===== config.mk =====
export PLATFORM = sky130hd
export DESIGN_NAME = espic_multi
export DESIGN_NICKNAME = d
export VERILOG_FILES = /design/src/rtl/espic_pkg.sv /design/src/rtl/espic_pulse_gen.sv /design/src/rtl/espic_multi.sv
export SDC_FILE = /design/constraint.sdc
export NUM_CORES = 1
export LEC_CHECK = 0
export BUFFER_PORTS_ARGS = -buffer_cell sky130_fd_sc_hd__buf_2
export CORE_ASPECT_RATIO = 0.75
export CORE_MARGIN = 4
export CORE_UTILIZATION = 27
export CTS_CLUSTER_DIAMETER = 150
export DETAILED_ROUTE_END_ITERATION = 8
export SETUP_SLACK_MARGIN = 0.02
export SYNTH_ARGS = -nofsm -noshare
export SYNTH_HDL_FRONTEND = slang
export SYNTH_SLANG_ARGS = --single-unit

===== constraint.sdc =====
create_clock -name CLK -period 2.17 [get_ports CLK]
set_clock_uncertainty 0.15 [all_clocks]
set_input_delay 0.217 -clock CLK [delete_from_list [all_inputs] [get_ports CLK]]
set_output_delay 0.217 -clock CLK [all_outputs]
set_load 0.01 [all_outputs]

===== src/rtl/espic_pkg.sv =====
// Shared definitions for the espic interrupt controller: opcode constants,
// pulse FSM states, opcode classification and priority arbitration.
package espic_pkg;

  localparam logic [9:0]  OP_SET_PRIO = 10'h2F1;
  localparam logic [11:0] OP_RAISE    = 12'h3F1;
  localparam logic [9:0]  OP_SET_MASK = 10'h2F2;

  localparam int MAX_NODES  = 15;
  localparam int PRIO_MAX_W = 8;

  typedef enum logic {PG_IDLE, PG_ACTIVE} pg_state_e;

  typedef enum logic [1:0] {OPK_NONE, OPK_SET_PRIO, OPK_RAISE, OPK_SET_MASK} op_kind_e;

  typedef struct packed {
    logic       vld;
    logic [3:0] idx;
  } arb_t;

  // Classifies an opcode from its upper field op[15:4].
  function automatic op_kind_e op_decode(input logic [11:0] op_hi);
    op_kind_e kind;
    kind = OPK_NONE;
    if (op_hi == OP_RAISE)
      kind = OPK_RAISE;
    else if (op_hi[9:0] == OP_SET_PRIO)
      kind = OPK_SET_PRIO;
    else if (op_hi[9:0] == OP_SET_MASK)
      kind = OPK_SET_MASK;
    return kind;
  endfunction

  // Highest priority among enabled nodes; strict compare keeps the lowest index on ties.
  function automatic arb_t arb_pick(input logic [MAX_NODES*PRIO_MAX_W-1:0] prio,
                                    input logic [MAX_NODES-1:0]            en);
    arb_t                  r;
    logic [PRIO_MAX_W-1:0] best;
    r    = '0;
    best = '0;
    for (int k = 0; k < MAX_NODES; k++) begin
      if (en[k] && (!r.vld || prio[k*PRIO_MAX_W +: PRIO_MAX_W] > best)) begin
        r.vld = 1'b1;
        r.idx = 4'(k);
        best  = prio[k*PRIO_MAX_W +: PRIO_MAX_W];
      end
    end
    return r;
  endfunction

endpackage


===== src/rtl/espic_pulse_gen.sv =====
// Fixed-length pulse generator with a single-entry pending flag; a pending
// request re-fires after exactly one low cycle.
module espic_pulse_gen
  import espic_pkg::*;
#(
  parameter int PULSE_LEN = 1001
) (
  input  logic CLK,
  input  logic RST,
  input  logic req,
  output logic out,
  output logic busy
);

  localparam int              CNT_W = $clog2(PULSE_LEN + 1);
  localparam logic [CNT_W-1:0] LAST  = CNT_W'(PULSE_LEN);
  localparam logic [CNT_W-1:0] ONE   = CNT_W'(1);

  pg_state_e        state_q, state_d;
  logic [CNT_W-1:0] cnt_q, cnt_d;
  logic             pend_q, pend_d;

  always_ff @(posedge CLK) begin
    if (RST) begin
      state_q <= PG_IDLE;
      cnt_q   <= '0;
      pend_q  <= 1'b0;
    end else begin
      state_q <= state_d;
      cnt_q   <= cnt_d;
      pend_q  <= pend_d;
    end
  end

  always_comb begin
    state_d = state_q;
    cnt_d   = cnt_q;
    pend_d  = pend_q;
    case (state_q)
      PG_IDLE: begin
        if (req || pend_q) begin
          state_d = PG_ACTIVE;
          cnt_d   = ONE;
          pend_d  = 1'b0;
        end
      end
      PG_ACTIVE: begin
        // Only one request can wait; further ones merge into it.
        if (req) pend_d = 1'b1;
        if (cnt_q == LAST) begin
          state_d = PG_IDLE;
          cnt_d   = '0;
        end else begin
          cnt_d = cnt_q + ONE;
        end
      end
      default: begin
        state_d = PG_IDLE;
        cnt_d   = '0;
      end
    endcase
  end

  assign out  = (state_q == PG_ACTIVE);
  assign busy = out | pend_q;

endmodule


===== src/rtl/espic_multi.sv =====
// Multi-node interrupt controller: broadcast tick, priority-arbitrated external
// event grant and node-to-node command IRQs. Optional node masking: ESPIC_MASK_EN.
module espic_multi
  import espic_pkg::*;
#(
  parameter int N_NODES     = 2,
  parameter int OP_W        = 16,
  parameter int PRIO_W      = 4,
  parameter int TICK_PERIOD = 1000000000,
  parameter int TICK_LEN    = 100,
  parameter int PULSE_LEN   = 1001,
  parameter int PRIO_RST    = 0
) (
  input  logic                    CLK,
  input  logic                    RST,
  input  logic                    ext_signal,
  input  logic [N_NODES*OP_W-1:0] in_op,
  output logic                    out_tick_irq,
  output logic [N_NODES-1:0]      out_mutex_irq,
  output logic [N_NODES-1:0]      out_cmd_irq,
  output logic                    out_busy
);

  localparam int CNT_MAX = (TICK_PERIOD > PULSE_LEN) ? TICK_PERIOD : PULSE_LEN;
  localparam int CNT_W   = $clog2(CNT_MAX + 1);
  localparam logic [CNT_W-1:0] TICK_LAST = CNT_W'(TICK_PERIOD - 1);
  localparam logic [CNT_W-1:0] TICK_ON   = CNT_W'(TICK_PERIOD - TICK_LEN);
  localparam logic [CNT_W-1:0] CNT_ONE   = CNT_W'(1);

  logic [CNT_W-1:0]              tick_cnt_q, tick_cnt_d;
  logic [N_NODES-1:0][PRIO_W-1:0] prio_q, prio_d;
  logic [N_NODES-1:0]            raise_vec;
  logic [N_NODES-1:0]            en;
  logic [OP_W-1:0]               op_k;
  logic                          sync1_q, sync2_q, sync3_q;
  logic                          mutex_req, mutex_active;
  logic [MAX_NODES*PRIO_MAX_W-1:0] prio_flat;
  logic [MAX_NODES-1:0]          en_flat;
  arb_t                          arb;
  logic [N_NODES-1:0]            arb_oh;
  logic [N_NODES-1:0]            grant_q;
  logic [N_NODES-1:0]            cmd_busy_unused;

  // Tick: free-running counter, pulse occupies the last TICK_LEN counts.
  always_comb tick_cnt_d = (tick_cnt_q == TICK_LAST) ? '0 : tick_cnt_q + CNT_ONE;

  always_ff @(posedge CLK) begin
    if (RST) tick_cnt_q <= '0;
    else     tick_cnt_q <= tick_cnt_d;
  end

  assign out_tick_irq = (tick_cnt_q >= TICK_ON);

`ifdef ESPIC_MASK_EN
  logic [N_NODES-1:0] en_q, en_d;

  always_ff @(posedge CLK) begin
    if (RST) en_q <= '1;
    else     en_q <= en_d;
  end

  assign en = en_q;
`else
  assign en = '1;
`endif

  // Opcode decode; raises are combinational so the pulse state register is their only delay.
  always_comb begin
    prio_d    = prio_q;
    raise_vec = '0;
    op_k      = '0;
`ifdef ESPIC_MASK_EN
    en_d      = en_q;
`endif
    for (int k = 0; k < N_NODES; k++) begin
      op_k = in_op[k*OP_W +: OP_W];
      case (op_decode(op_k[15:4]))
        OPK_SET_PRIO: prio_d[k] = op_k[PRIO_W-1:0];
        OPK_RAISE: begin
          for (int t = 0; t < N_NODES; t++)
            if (op_k[3:0] == 4'(t + 1)) raise_vec[t] = 1'b1;
        end
        OPK_SET_MASK: begin
`ifdef ESPIC_MASK_EN
          en_d[k] = op_k[0];
`endif
        end
        default: ;
      endcase
    end
  end

  always_ff @(posedge CLK) begin
    if (RST) prio_q <= {N_NODES{PRIO_W'(PRIO_RST)}};
    else     prio_q <= prio_d;
  end

  // External event: two-flop synchroniser, third flop for rising-edge detect.
  always_ff @(posedge CLK) begin
    if (RST) begin
      sync1_q <= 1'b0;
      sync2_q <= 1'b0;
      sync3_q <= 1'b0;
    end else begin
      sync1_q <= ext_signal;
      sync2_q <= sync1_q;
      sync3_q <= sync2_q;
    end
  end

  assign mutex_req = sync2_q & ~sync3_q & (|en);

  always_comb begin
    prio_flat = '0;
    en_flat   = '0;
    for (int k = 0; k < N_NODES; k++) begin
      prio_flat[k*PRIO_MAX_W +: PRIO_MAX_W] = PRIO_MAX_W'(prio_q[k]);
      en_flat[k] = en[k];
    end
  end

  assign arb = arb_pick(prio_flat, en_flat);

  always_comb begin
    arb_oh = '0;
    for (int k = 0; k < N_NODES; k++)
      arb_oh[k] = arb.vld && (arb.idx == 4'(k));
  end

  espic_pulse_gen #(.PULSE_LEN(PULSE_LEN)) u_mutex_pg (
    .CLK  (CLK),
    .RST  (RST),
    .req  (mutex_req),
    .out  (mutex_active),
    .busy (out_busy)
  );

  // Grant tracks arbitration while idle and freezes on the edge the pulse starts,
  // so a pending re-entry is re-arbitrated in its low gap cycle.
  always_ff @(posedge CLK) begin
    if (RST)               grant_q <= '0;
    else if (!mutex_active) grant_q <= arb_oh;
  end

  assign out_mutex_irq = grant_q & {N_NODES{mutex_active}};

  for (genvar g = 0; g < N_NODES; g++) begin : g_cmd
    espic_pulse_gen #(.PULSE_LEN(PULSE_LEN)) u_cmd_pg (
      .CLK  (CLK),
      .RST  (RST),
      .req  (raise_vec[g] & en[g]),
      .out  (out_cmd_irq[g]),
      .busy (cmd_busy_unused[g])
    );
  end

endmodule


After elaboration in Yosys (flattened, before gate mapping):

Cells that the tools add are included.

* flip-flop bits (word level): 79
* input bits: 35
* logic and storage cells: 104

* $add $sub $neg: 4
* magnitude comparators: 2
* eq/ne operators: 25
* mux-type cells: 40
* bitwise gates (word level): 7
* reductions and logical operators: 10

Operators with widths (number)
* == test 10 bit (second input constant): 7
* two-way mux 10 bit: 6
* one-hot mux 10 bit (2 select lines): 3
* adder 10 x 1 -> 10 bit (second input constant): 3
* adder 30 x 1 -> 30 bit (second input constant): 1
* == test 30 bit (second input constant): 1
* >= comparator 30 bit (second input constant): 1
* == test 12 x 10 -> 1 bit (second input constant): 2
* two-way mux 1 bit: 17
* two-way mux 2 bit: 8
* one-hot mux 1 bit (2 select lines): 6
* == test 4 x 1 -> 1 bit (second input constant): 2
* == test 4 x 2 -> 1 bit (second input constant): 2
* inequality test 2 x 1 -> 1 bit (second input constant): 4
* AND reduction 2 bit: 3
* == test 2 x 1 -> 1 bit (second input constant): 2
* == test 2 bit (second input constant): 2
* greater-than comparator 4 bit: 1
* zero test 4 bit: 1
* inequality test 2 bit (second input constant): 2
* NOT 1 bit: 4
* logical OR 1 bit: 3
* bitwise AND 2 bit: 1
* logical AND 1 bit (first input constant): 2
* 4 further kinds: 4

Longest topological paths before layout:

Gate-level depths: netlist of run 1.

* depth after elaboration: 11
* mapped depth: 8
* mapped depth without buffers: 7

Cells and area by module:

Synthesis of run 1 repeated with hierarchy kept, for this count alone.

* cell total of the unflattened synthesis: 475
* area total of the unflattened synthesis: 4146.5 um2

By module, submodules not included
* espic_multi: instances 1, cells each 244, area an instance 2243.4 um2
* espic_pulse_gen: instances 3, cells each 77, area an instance 634.4 um2

Worst setup path after synthesis of run 1:

No wires, ideal clock.

* kind: flip-flop to flip-flop
* start point: register tick_cnt_q[19]
* end point: register tick_cnt_q[2]
* setup time: 0.115 ns
* data arrival time: 1.557 ns
* required time: 1.905 ns
* setup slack: 0.348 ns
* cell stages (with the launch flop): 8
* buffers on the path: 2
* clock period less this slack: 1.822 ns
* cells stage by stage: dfxtp_1 -> nand2_1 -> nor4_1 -> nand4b_1 -> o41ai_1 -> buf_2 -> buf_4 -> nor2_1

* cells in the longest elaborated chain, start to end: 2

Ends and longest elaborated chain
* start, declared: line espic_multi.sv:30 `logic [CNT_W-1:0] tick_cnt_q, tick_cnt_d;`
* start signal, assigned: line espic_multi.sv:49 `else tick_cnt_q <= tick_cnt_d;`
* == test 30 bit: line espic_multi.sv:45 `always_comb tick_cnt_d = (tick_cnt_q == TICK_LAST) ? '0 : tick_cnt_q + CNT_ONE;`
* OR reduction 2 bit (no source line)

Every way passes these cells.
A chain may end at the register's enable or synchronous reset.

Worst setup path after layout of run 1:

* start point: register tick_cnt_q[3]
* end point: output port out_tick_irq

* cells in the longest elaborated chain, start to end: 1

Ends and longest elaborated chain
* >= comparator 30 bit: line espic_multi.sv:52 `assign out_tick_irq = (tick_cnt_q >= TICK_ON);`
* end, declared: line espic_multi.sv:18 `output logic out_tick_irq,`

Every way passes these cells.

==> results.md, run 1 <==
- Crit path largest cell delay: 0.40 ns
- Synthesized cell area: slightly below 4000 um^2
- Setup TNS: 0 ns
- Final min period: ~2.0 ns
- Worst-Skew Late Latency: between 0.3 and 0.4 ns
- Drt drc: 0
- Pin count of the biggest net entering global routing: 37
- Final hold vios: 0
- # nets final: around 550
- Die area: 16600 um^2
- CP Data Arrival Time: between 1.5 and 2 ns
- FP Rows: 37
- Synth Warn #: 0
- Final estimated routing congestion in global placement: 0.799
- Adder-Cell Fraction of Synth Area: 0.0382
- Clock buffer depth: 2
- I/O Buffers: 40
- CP Capture Type: primary output
- Fin util: 0.342
- Slew headroom: 0.585
- Synth Area in Compound Gates: 0.157
- F_max: between 400 and 500 MHz
- Combinational family with the most area after synthesis: simple AND/OR/NAND/NOR gates
- Clk slew on worst S/H paths: about 0.060 ns
- Top_reg_cell synth: dfxtp_1
- Async set-reset flop share out of synthesis: 0
- Sequential element share of the synthesized area: 0.402
- Largest area contributor in the netlist: dfxtp_1
- WL final: 8800 um
- Hold Crit Class: input port to flip-flop
- Crit-path cells: and3_4 -> nor2_1 -> nor4b_2 -> nor4_1 -> o22ai_1 -> buf_2
- Grt ovf: 0
- Chip height: ~110 um
- Max Slew Vio Count: 0
- Hold slack final: 0.0102 ns
- Req. time, crit path: about 1.8 ns
- Max_cap viols: 0
- Dpl cells: 680
- Drt first-iter violations: 160
- HPWL after detailed placement: ~6300 um
- CORE AREA: about 14000 um^2
- P_leak: 1.74 nW
- Vias in the first global route: around 3300
- Startpoint Class: flip-flop
- Xor and xnor fraction of the mapped netlist area: 0.0579
- Post-synth top area share: 0.402
- Post-synth EDFFs: 0
- Library cells used by synthesis: a little over 60
- Avg Synthesized Cell Area: about 8.7 um^2
- Initial antenna violation count: 0
- First-pass GRT wire length: 15400 um
- Setup CP Type: flip-flop to primary output
- Worst vdd ir: roughly 0.38 mV
- Psw: 0.000667 W
- CTS tree: done
- WL/cell: around 13 um
- Cell-internal power: between 0.002 and 0.0025 W
- Comb pwr share: 0.043
- Ranking of synthesized cells by area: dfxtp_1 40%, nor2_1 5.9%, xor2_1 4.5%
- Run status: finished clean
- Ant. Diodes: 0
- Layout cells sized above 1: 0.184
- Area growth, synth to finish: 21.6%
- Clk root buf: clkbuf_16
- RSZ-0062 raised after global routing: true
- Die width: between 100 and 150 um
- Multiplexer share of the synthesized area: 0.0204
- Seq pwr share: 0.469
- Initial Utilization: 0.281
- Num Clock Sinks: 79
- Power per cell area: roughly 660 nW/um^2
- Clock share of power: 0.488
- Simple-Gate Fraction of Synth Area: 0.289
- Slowest cell on crit path: dfxtp_1
- Flops & latches, synth: 79
- Worst Tran Pin Value: about 0.62 ns
- Gr usage total: 0.109
- Switching Share: 0.212
- Postcts setup bufs: 0
- Routed Antenna Nets: 0
- CTS H-tree lvls: 3
- Setup-failing EPs final: 0
- I/O pins: around 40
- Mapped Nets: 499
- Via Count: about 3400
- Crit-path max FO: 4
- Post-Syn Instances: 452
- TritonCTS buffer count: 9
- Non-filler cells, final: around 700
- Final Cycle Share: 0.934
- Avg Vias per Cell: approximately 5
- 1st-pass router iterations: 4
## timing repair
action | in CTS | in global routing
hold buffers | 5 | 0
pin swaps | 0 | 3
endpoints found under the hold margin | 5 | 0
resized for setup | 2 | 7
endpoints found under the setup margin | 5 | 6
## placed cells by master (no fill, tap or decap), drive strengths merged, types with 9 or more instances in the layout
cell type	synthesis	layout
inv	16	16
nand2	27	27
and3	16	16
nand2b	9	9
nand4	13	13
o21ai	15	15
nor3	14	14
xor2	20	20
nand3	24	24
buf	6	50
a21oi	23	23
dfxtp	79	79
clkbuf	11	11
a311oi	15	15
ha	12	12
nor2	62	62
## synthesized netlist by cell type (12+ instances only)
master and instances:
and3_1 15, nand2_1 26, dfxtp_1 79, xor2_1 20
a21oi_1 23, nor3_1 14, inv_1 16, o21ai_0 15
nor2_1 62, nand3_1 23, a311oi_1 15, ha_1 12
## critical path, delay by kind of cell (launching register included)
| family | cells | cell delay, ns |
|---|---|---|
| AOI/OAI and AO/OA | 1 | 0.14 |
| DFF | 1 | 0.40 |
| and+or+nand+nor | 4 | 0.65 |
| buffers and inverters | 1 | 0.16 |
## through the flow
stage / cell area [um^2] / power, W / worst slack (ns)
floorplan: 3930 / 0.00157 / 0.348
global placement: 4390 / 0.00163 / 0.0826
detailed placement: 4390 / 0.00163 / -0.0371
CTS: 4760 / 0.00319 / 0.00465
global route: 4780 / 0.00326 / -0.0155
finish: 4780 / 0.00314 / 0.144
## flip-flops by register name, summed over array words and instances (netlist names)
signal / count
u_mutex_pg.out: 1
u_mutex_pg.cnt_q: 10
grant_q: 2
sync3_q: 1
sync1_q: 1
g_cmd.u_cmd_pg.cnt_q: 20
sync2_q: 1
tick_cnt_q: 30
prio_flat: 8
g_cmd.u_cmd_pg.pend_q: 2
g_cmd.u_cmd_pg.out: 2
u_mutex_pg.pend_q: 1
## routing by layer
layer / track usage / share of wire / vias to the layer above
met5: 0 / 0 / -
met4: 0.0435 / 0.016 / 0
met3: 0.0258 / 0.023 / 13
met2: 0.173 / 0.46 / 38
met1: 0.145 / 0.50 / 1638
li1: - / - / 1745
## kinds of logic after synthesis
logic type / after synthesis
compound gates: 87
buf+inv: 33
flops: 79
mux: 8
fa+ha+maj: 12
xor+xnor: 26
simple gates: 207
## power groups by stage
stage	logic, W	registers [W]	clock network, W
floorplan	0.0000707	0.00150	0
global placement	0.000124	0.00150	0
detailed placement	0.000129	0.00151	0
CTS	0.000136	0.00147	0.00158
global route	0.000154	0.00147	0.00163
finish	0.000136	0.00147	0.00153
## cell type report
type                    instances  area, um^2
clock buffers                  11         253
inverters                      16        60.1
repair buffers                 55         338
multi-input cells             340        2240
flip-flops and latches         79        1590
fillers                      1478        9200
well taps                     195         244
clock inverters                 5        56.3
## worst paths after layout
check	depth (start not counted)	slack, ns	start	to
hold / removal	3	0.01	in_op[18]	prio_flat[10]
setup / recovery	6	0.14	tick_cnt_q[3]	out_tick_irq
setup reg to reg	6	0.17	tick_cnt_q[19]	tick_cnt_q[26]
hold reg to reg	1	0.28	sync1_q	sync2_q
(Power assumes the default switching activity.)
==> inputs of run 2 (changes only) <==
==> constraint.sdc (replaced) <==
create_clock -name CLK -period 2.1 [get_ports CLK]
set_clock_uncertainty 0.15 [all_clocks]
set_input_delay 0.21 -clock CLK [delete_from_list [all_inputs] [get_ports CLK]]
set_output_delay 0.21 -clock CLK [all_outputs]
set_load 0.01 [all_outputs]
==> run 2 against run 1 <==
- worst hold slack improved by 0.014 ns
- sequential cell count unchanged
- critical path depth unchanged
- sequential share of layout area down 0.60 points
- highest routed layer unchanged
- largest power group unchanged
- total power increased by 6.5%
- global-route usage fell by 0.33 points
==> results.md, run 2 (synthesis gave the netlist of run 1 again) <==
- Hold slack final: 0.0245 ns
- Final Cycle Share: 0.953
- Run status: finished clean
- Num Clock Sinks: 79
- Drt first-iter violations: between 150 and 200
- Final estimated routing congestion in global placement: approximately 0.80
- Ant. Diodes: 0
- Crit-path max FO: 6
- Req. time, crit path: roughly 1.7 ns
- Clock buffer depth: 2
- Largest register FFs: 30
- R2R cell count: 8
- Layout cells sized above 1: 0.191
- Cell-internal power: ~0.0026 W
- P_leak: between 1.5 and 2 nW
- Crit path largest cell delay: 0.45 ns
- Max_cap viols: 0
- CTS H-tree lvls: 3
- CP Capture Type: primary output
- I/O Buffers: 40
- Largest regs: tick_cnt_q: 30 flops, g_cmd.u_cmd_pg.cnt_q: 20 flops, u_mutex_pg.cnt_q: 10 flops
- WL final: between 8000 and 9000 um
- Top reg by flops: tick_cnt_q
- Comb pwr share: 0.043
- Worst vdd ir: slightly above 0.4 mV
- M1 wire length: approximately 4300 um
- TritonCTS buffer count: 9
- Crit path depth: 6
- Fin util: 0.348
- HPWL after detailed placement: 6280 um
- Most frequent cells in the layout: 75 x dfxtp_1, 62 x nor2_1, 40 x buf_2, 26 x nand2_1
- Slowest cell on crit path: dfxtp_1
- Crit Reg-Reg Startpoint: g_cmd[1].u_cmd_pg.cnt_q[1]
- Cell family with most CP delay: simple AND/OR/NAND/NOR gates
- CP Data Arrival Time: ~1.6 ns
- Clk root buf: clkbuf_16
- Setup-failing EPs final: 0
- Startpoint Class: flip-flop
- Initial antenna violation count: 0
- Psw: roughly 0.00070 W
- Seq pwr share: 0.455
- Dpl cells: approximately 700
- Worst slack, placed: -0.0693 ns
- Worst-Skew Late Latency: between 0.3 and 0.4 ns
- Final hold vios: 0
- WP buf/inv: 1
- Drt drc: 0
- Worst setup path endpoint: out_tick_irq
- I/O pins: ~40
- Clock share of power: 0.501
- Gr usage total: 0.106
- PnR worst setup slack: 0.0979 ns
- Chip height: between 100 and 150 um
- Hold Crit Class: input port to flip-flop
- Reg2reg end: g_cmd[1].u_cmd_pg.cnt_q[9]
- Power per cell area: a little under 700 nW/um^2
- WL/cell: around 13 um
- Worst setup startpoint: tick_cnt_q[12]
- Clk slew on worst S/H paths: roughly 0.060 ns
- Worst Tran Pin Value: approximately 0.52 ns
- CORE AREA: approximately 14000 um^2
- Pin count of the biggest net entering global routing: 37
- Die width: around 150 um
- Vias in the first global route: about 3300
- First-pass GRT wire length: around 15000 um
- Routed Antenna Nets: 0
- Avg Vias per Cell: 4.88
- Switching Share: 0.209
- Slew headroom: 0.648
- Via Count: around 3400
- F_max: roughly 500 MHz
- Setup CP Type: flip-flop to primary output
- Metal2 WL: 4210 um
- Setup TNS: 0 ns
- # nets final: 555
- Commonest non-fill, non-tap cell in the layout: dfxtp_1
- Crit-path cells: nor2_1 -> nand4_1 -> nor4b_2 -> nor4_1 -> o22ai_1 -> buf_2
- Max Slew Vio Count: 0
- Area growth, synth to finish: 23.8%
- R2R setup slack: about 0.16 ns
- Final min period: about 2.0 ns
- RSZ-0062 raised after global routing: false
- Grt ovf: 0
- FP Rows: 37
- 1st-pass router iterations: 4
- Non-filler cells, final: roughly 700
- Met3 wire len: 259 um
- Uppermost routed layer: met4
- Initial Utilization: 0.281
- Die area: ~17000 um^2
- CTS tree: done
## run 2: changes by cell type in the layout (fill, tap and decap cells not counted), moves of 2 or more
cell           before  now
dlygate4sd3_1       5    7
clkinv_2            2    0
buf_4               9   13
clkinvlp_4          1    3
## run 2: stage by stage
stage               instance area [um^2]  total power (W)
global placement                    4420          0.00168
floorplan                           3930          0.00163
finish                              4870          0.00335
detailed placement                  4420          0.00169
CTS                                 4830          0.00338
global route                        4870          0.00346
## run 2: tightest hold or removal path: cells and delay by family
kind / cells / cell delay, ns
simple gates: 1 / 0.08
buf+inv: 1 / 0.11
mux: 1 / 0.07
## run 2: metal layers
layer | GRT usage | vias up
met5 | 0 | -
met4 | 0.0385 | 0
met3 | 0.0287 | 14
met2 | 0.174 | 50
met1 | 0.135 | 1631
li1 | - | 1752
## run 2: worst min path at each step
stage | start | to | slack, ns | cells past startpoint
6_report | in_op[17] | prio_flat[9] | 0.02 | 3
5_1_grt | in_op[17] | prio_flat[9] | 0.05 | 3
4_1_cts | in_op[17] | prio_flat[9] | 0.01 | 3
3_5_place_dp | sync1_q | sync2_q | 0.30 | 1
3_3_place_gp | sync1_q | sync2_q | 0.28 | 1
2_1_floorplan | ext_signal | sync1_q | 0.19 | 1
## run 2: final cells by class
| class | instances | area, um^2 |
|---|---|---|
| fillers | 1440 | 9110 |
| repair buffers | 62 | 399 |
| multi-input cells | 340 | 2260 |
| clock buffers | 10 | 239 |
| well taps | 195 | 244 |
| inverters | 16 | 60.1 |
| flip-flops and latches | 79 | 1590 |
| clock inverters | 5 | 82.6 |
## run 2: repair_timing
item	4_1_cts	5_1_grt
resized for setup	4	8
setup buffers	0	1
setup endpoints to repair	8	32
cloned	0	0
pin swaps	2	2
hold endpoints to repair	7	0
hold buffers	7	0
## run 2: power groups by stage
| stage | Combinational (W) | Sequential (W) | Clock [W] |
|---|---|---|---|
| finish | 0.000145 | 0.00152 | 0.00168 |
| global route | 0.000162 | 0.00152 | 0.00177 |
| global placement | 0.000128 | 0.00155 | 0 |
| detailed placement | 0.000133 | 0.00156 | 0 |
| CTS | 0.000144 | 0.00152 | 0.00172 |
| floorplan | 0.0000731 | 0.00155 | 0 |
==> inputs of run 3 (changes only) <==
--- a/config.mk
+++ b/config.mk
@@ -8,9 +8,10 @@
 export BUFFER_PORTS_ARGS = -buffer_cell sky130_fd_sc_hd__buf_2
 export CORE_ASPECT_RATIO = 0.75
 export CORE_MARGIN = 4
-export CORE_UTILIZATION = 27
+export CORE_UTILIZATION = 59
 export CTS_CLUSTER_DIAMETER = 150
 export DETAILED_ROUTE_END_ITERATION = 8
+export PLACE_DENSITY = 0.8
 export SETUP_SLACK_MARGIN = 0.02
 export SYNTH_ARGS = -nofsm -noshare
 export SYNTH_HDL_FRONTEND = slang
==> run 3 against run 2 <==
- via count grew 3.0%
- die area shrank 51%
- total power shrank 14%
- final cell count shrank 16%
- global-route usage grew 13 points
- clock power shrank 28%
- sequential cell count is the same
- cell area shrank 5.1%
- sequential share of layout area grew 1.7 points
- first-iteration DRC count grew 26%
- critical path type unchanged
- largest cell class unchanged
==> results.md, run 3 (synthesis gave the netlist of run 1 again) <==
- Ant. Diodes: 0
- Largest regs: tick_cnt_q: 30 flops, g_cmd.u_cmd_pg.cnt_q: 20 flops, u_mutex_pg.cnt_q: 10 flops
- F_max: between 400 and 500 MHz
- WL final: a little under 9000 um
- Final estimated routing congestion in global placement: between 0.8 and 0.9
- Worst slack, placed: -0.111 ns
- CP Capture Type: primary output
- Slew headroom: 0.576
- Final Cycle Share: 0.979
- Crit path largest cell delay: ~0.38 ns
- Num Clock Sinks: 79
- Initial Utilization: 0.616
- Clock buffer depth: 2
- Area growth, synth to finish: 17.6%
- Top reg by flops: tick_cnt_q
- 1st-pass router iterations: 5
- Pin count of the biggest net entering global routing: 25
- Chip height: around 79 um
- CORE AREA: 6380 um^2
- CTS tree: done
- Postcts setup bufs: 0
- Most frequent cells in the layout: 77 x dfxtp_1, 61 x nor2_1, 40 x buf_2, 26 x nand2_1
- Cell family with most CP delay: simple AND/OR/NAND/NOR gates
- FP Rows: 25
- Power per cell area: between 600 and 700 nW/um^2
- Drt first-iter violations: 236
- Drt drc: 0
- # fillers: between 500 and 600
- Setup TNS: 0 ns
- RSZ-0062 raised after global routing: true
- HPWL after detailed placement: between 6000 and 7000 um
- WP buf/inv: 1
- Non-filler cells, final: about 590
- Avg Vias per Cell: roughly 6
- I/O Buffers: 40
- P_leak: around 1.7 nW
- Commonest non-fill, non-tap cell in the layout: dfxtp_1
- Worst Tran Pin Value: approximately 0.63 ns
- Clk root buf: clkbuf_8
- Run status: finished clean
- Final hold vios: 0
- Via Count: 3550
- First-pass GRT wire length: between 15000 and 20000 um
- # nets final: around 560
- CTS H-tree lvls: 3
- Grt ovf: 0
- Crit-path cells: nor2_2 -> nand4_1 -> nor4b_2 -> nor4_1 -> o22ai_1 -> buf_2
- Placed cell area: 4270 um^2
- R2R setup slack: about 0.15 ns
- Dpl cells: 570
- Slowest cell on crit path: dfxtp_4
- Initial antenna violation count: 0
- Setup-failing EPs final: 0
- Setup CP Type: flip-flop to primary output
- PnR worst setup slack: about 0.045 ns
- Final Cell Area: around 4600 um^2
- Crit-path max FO: 7
- Largest register FFs: 30
- TritonCTS buffer count: 9
- Worst-Skew Late Latency: between 0.3 and 0.4 ns
- Final min period: 2.06 ns
- Clk slew on worst S/H paths: about 0.080 ns
- WL/cell: ~15 um
- Vias in the first global route: about 3400
- CP Data Arrival Time: 1.70 ns
- Max Slew Vio Count: 0
- Die area: ~8000 um^2
- Hold Crit Class: input port to flip-flop
- Worst vdd ir: ~0.41 mV
- Req. time, crit path: 1.74 ns
- Gr usage total: 0.232
- Max_cap viols: 0
- Layout cells sized above 1: 0.185
- Routed Antenna Nets: 0
- Startpoint Class: flip-flop
- I/O pins: ~40
- Die width: roughly 100 um
run 3: cell types whose count changed in the layout (fill, tap and decap cells not counted), sizes merged:
cell         change
buf              -1
dlygate4sd3      +2
clkinvlp         -2
clkbuf           +2
run 3: worst paths after layout:
check	startpoint	endpoint	depth (start not counted)
hold reg to reg	sync1_q	sync2_q	1
setup reg to reg	tick_cnt_q[19]	tick_cnt_q[7]	6
setup / recovery	tick_cnt_q[10]	out_tick_irq	6
hold / removal	RST	g_cmd[0].u_cmd_pg.cnt_q[0]	2
run 3: final cells by class:
cell class              count  area [um^2]  area share
clock buffers              12          145      0.0314
clock inverters             3         67.6      0.0146
inverters                  16         60.1      0.0130
multi-input cells         340         2260       0.490
flip-flops and latches     79         1590       0.343
well taps                  81          101      0.0219
repair buffers             63          399      0.0863
run 3: where the power goes:
| group | switching, W | total [W] | internal [W] | leakage (nW) |
|---|---|---|---|---|
| Combinational | 0.0000763 | 0.000145 | 0.0000684 | 0.983 |
| Clock | 0.000517 | 0.00121 | 0.000697 | 0.103 |
| Sequential | 0.0000123 | 0.00152 | 0.00151 | 0.639 |
run 3: metal layers:
layer	GRT usage	part of all wire
met5	0	0
met3	0.0562	0.058
met2	0.359	0.46
met1	0.315	0.46
met4	0.0799	0.018
run 3: repair_timing:
action,4_1_cts,5_1_grt
endpoints found under the setup margin,9,34
gates resized for setup,4,9
hold endpoints to repair,9,0
pin swaps,0,2
hold buffers,9,0
run 3: worst register-to-register path, cell delays in order, from the launching register on:
cell,delay [ns]
dfxtp_1,0.40
nand2_1,0.09
nor4_1,0.24
nand4b_1,0.21
o41ai_2,0.40
buf_6,0.25
nor2_1,0.09
run 3: metrics by stage:
step / utilization / hold slack (ns) / power (W)
after floorplan: - / 0.188 / 0.00163
after global placement: 0.669 / 0.286 / 0.00168
after detailed placement: 0.669 / 0.284 / 0.00168
after CTS: 0.718 / 0.0960 / 0.00290
after global routing: 0.725 / 0.134 / 0.00300
final: 0.725 / 0.112 / 0.00288
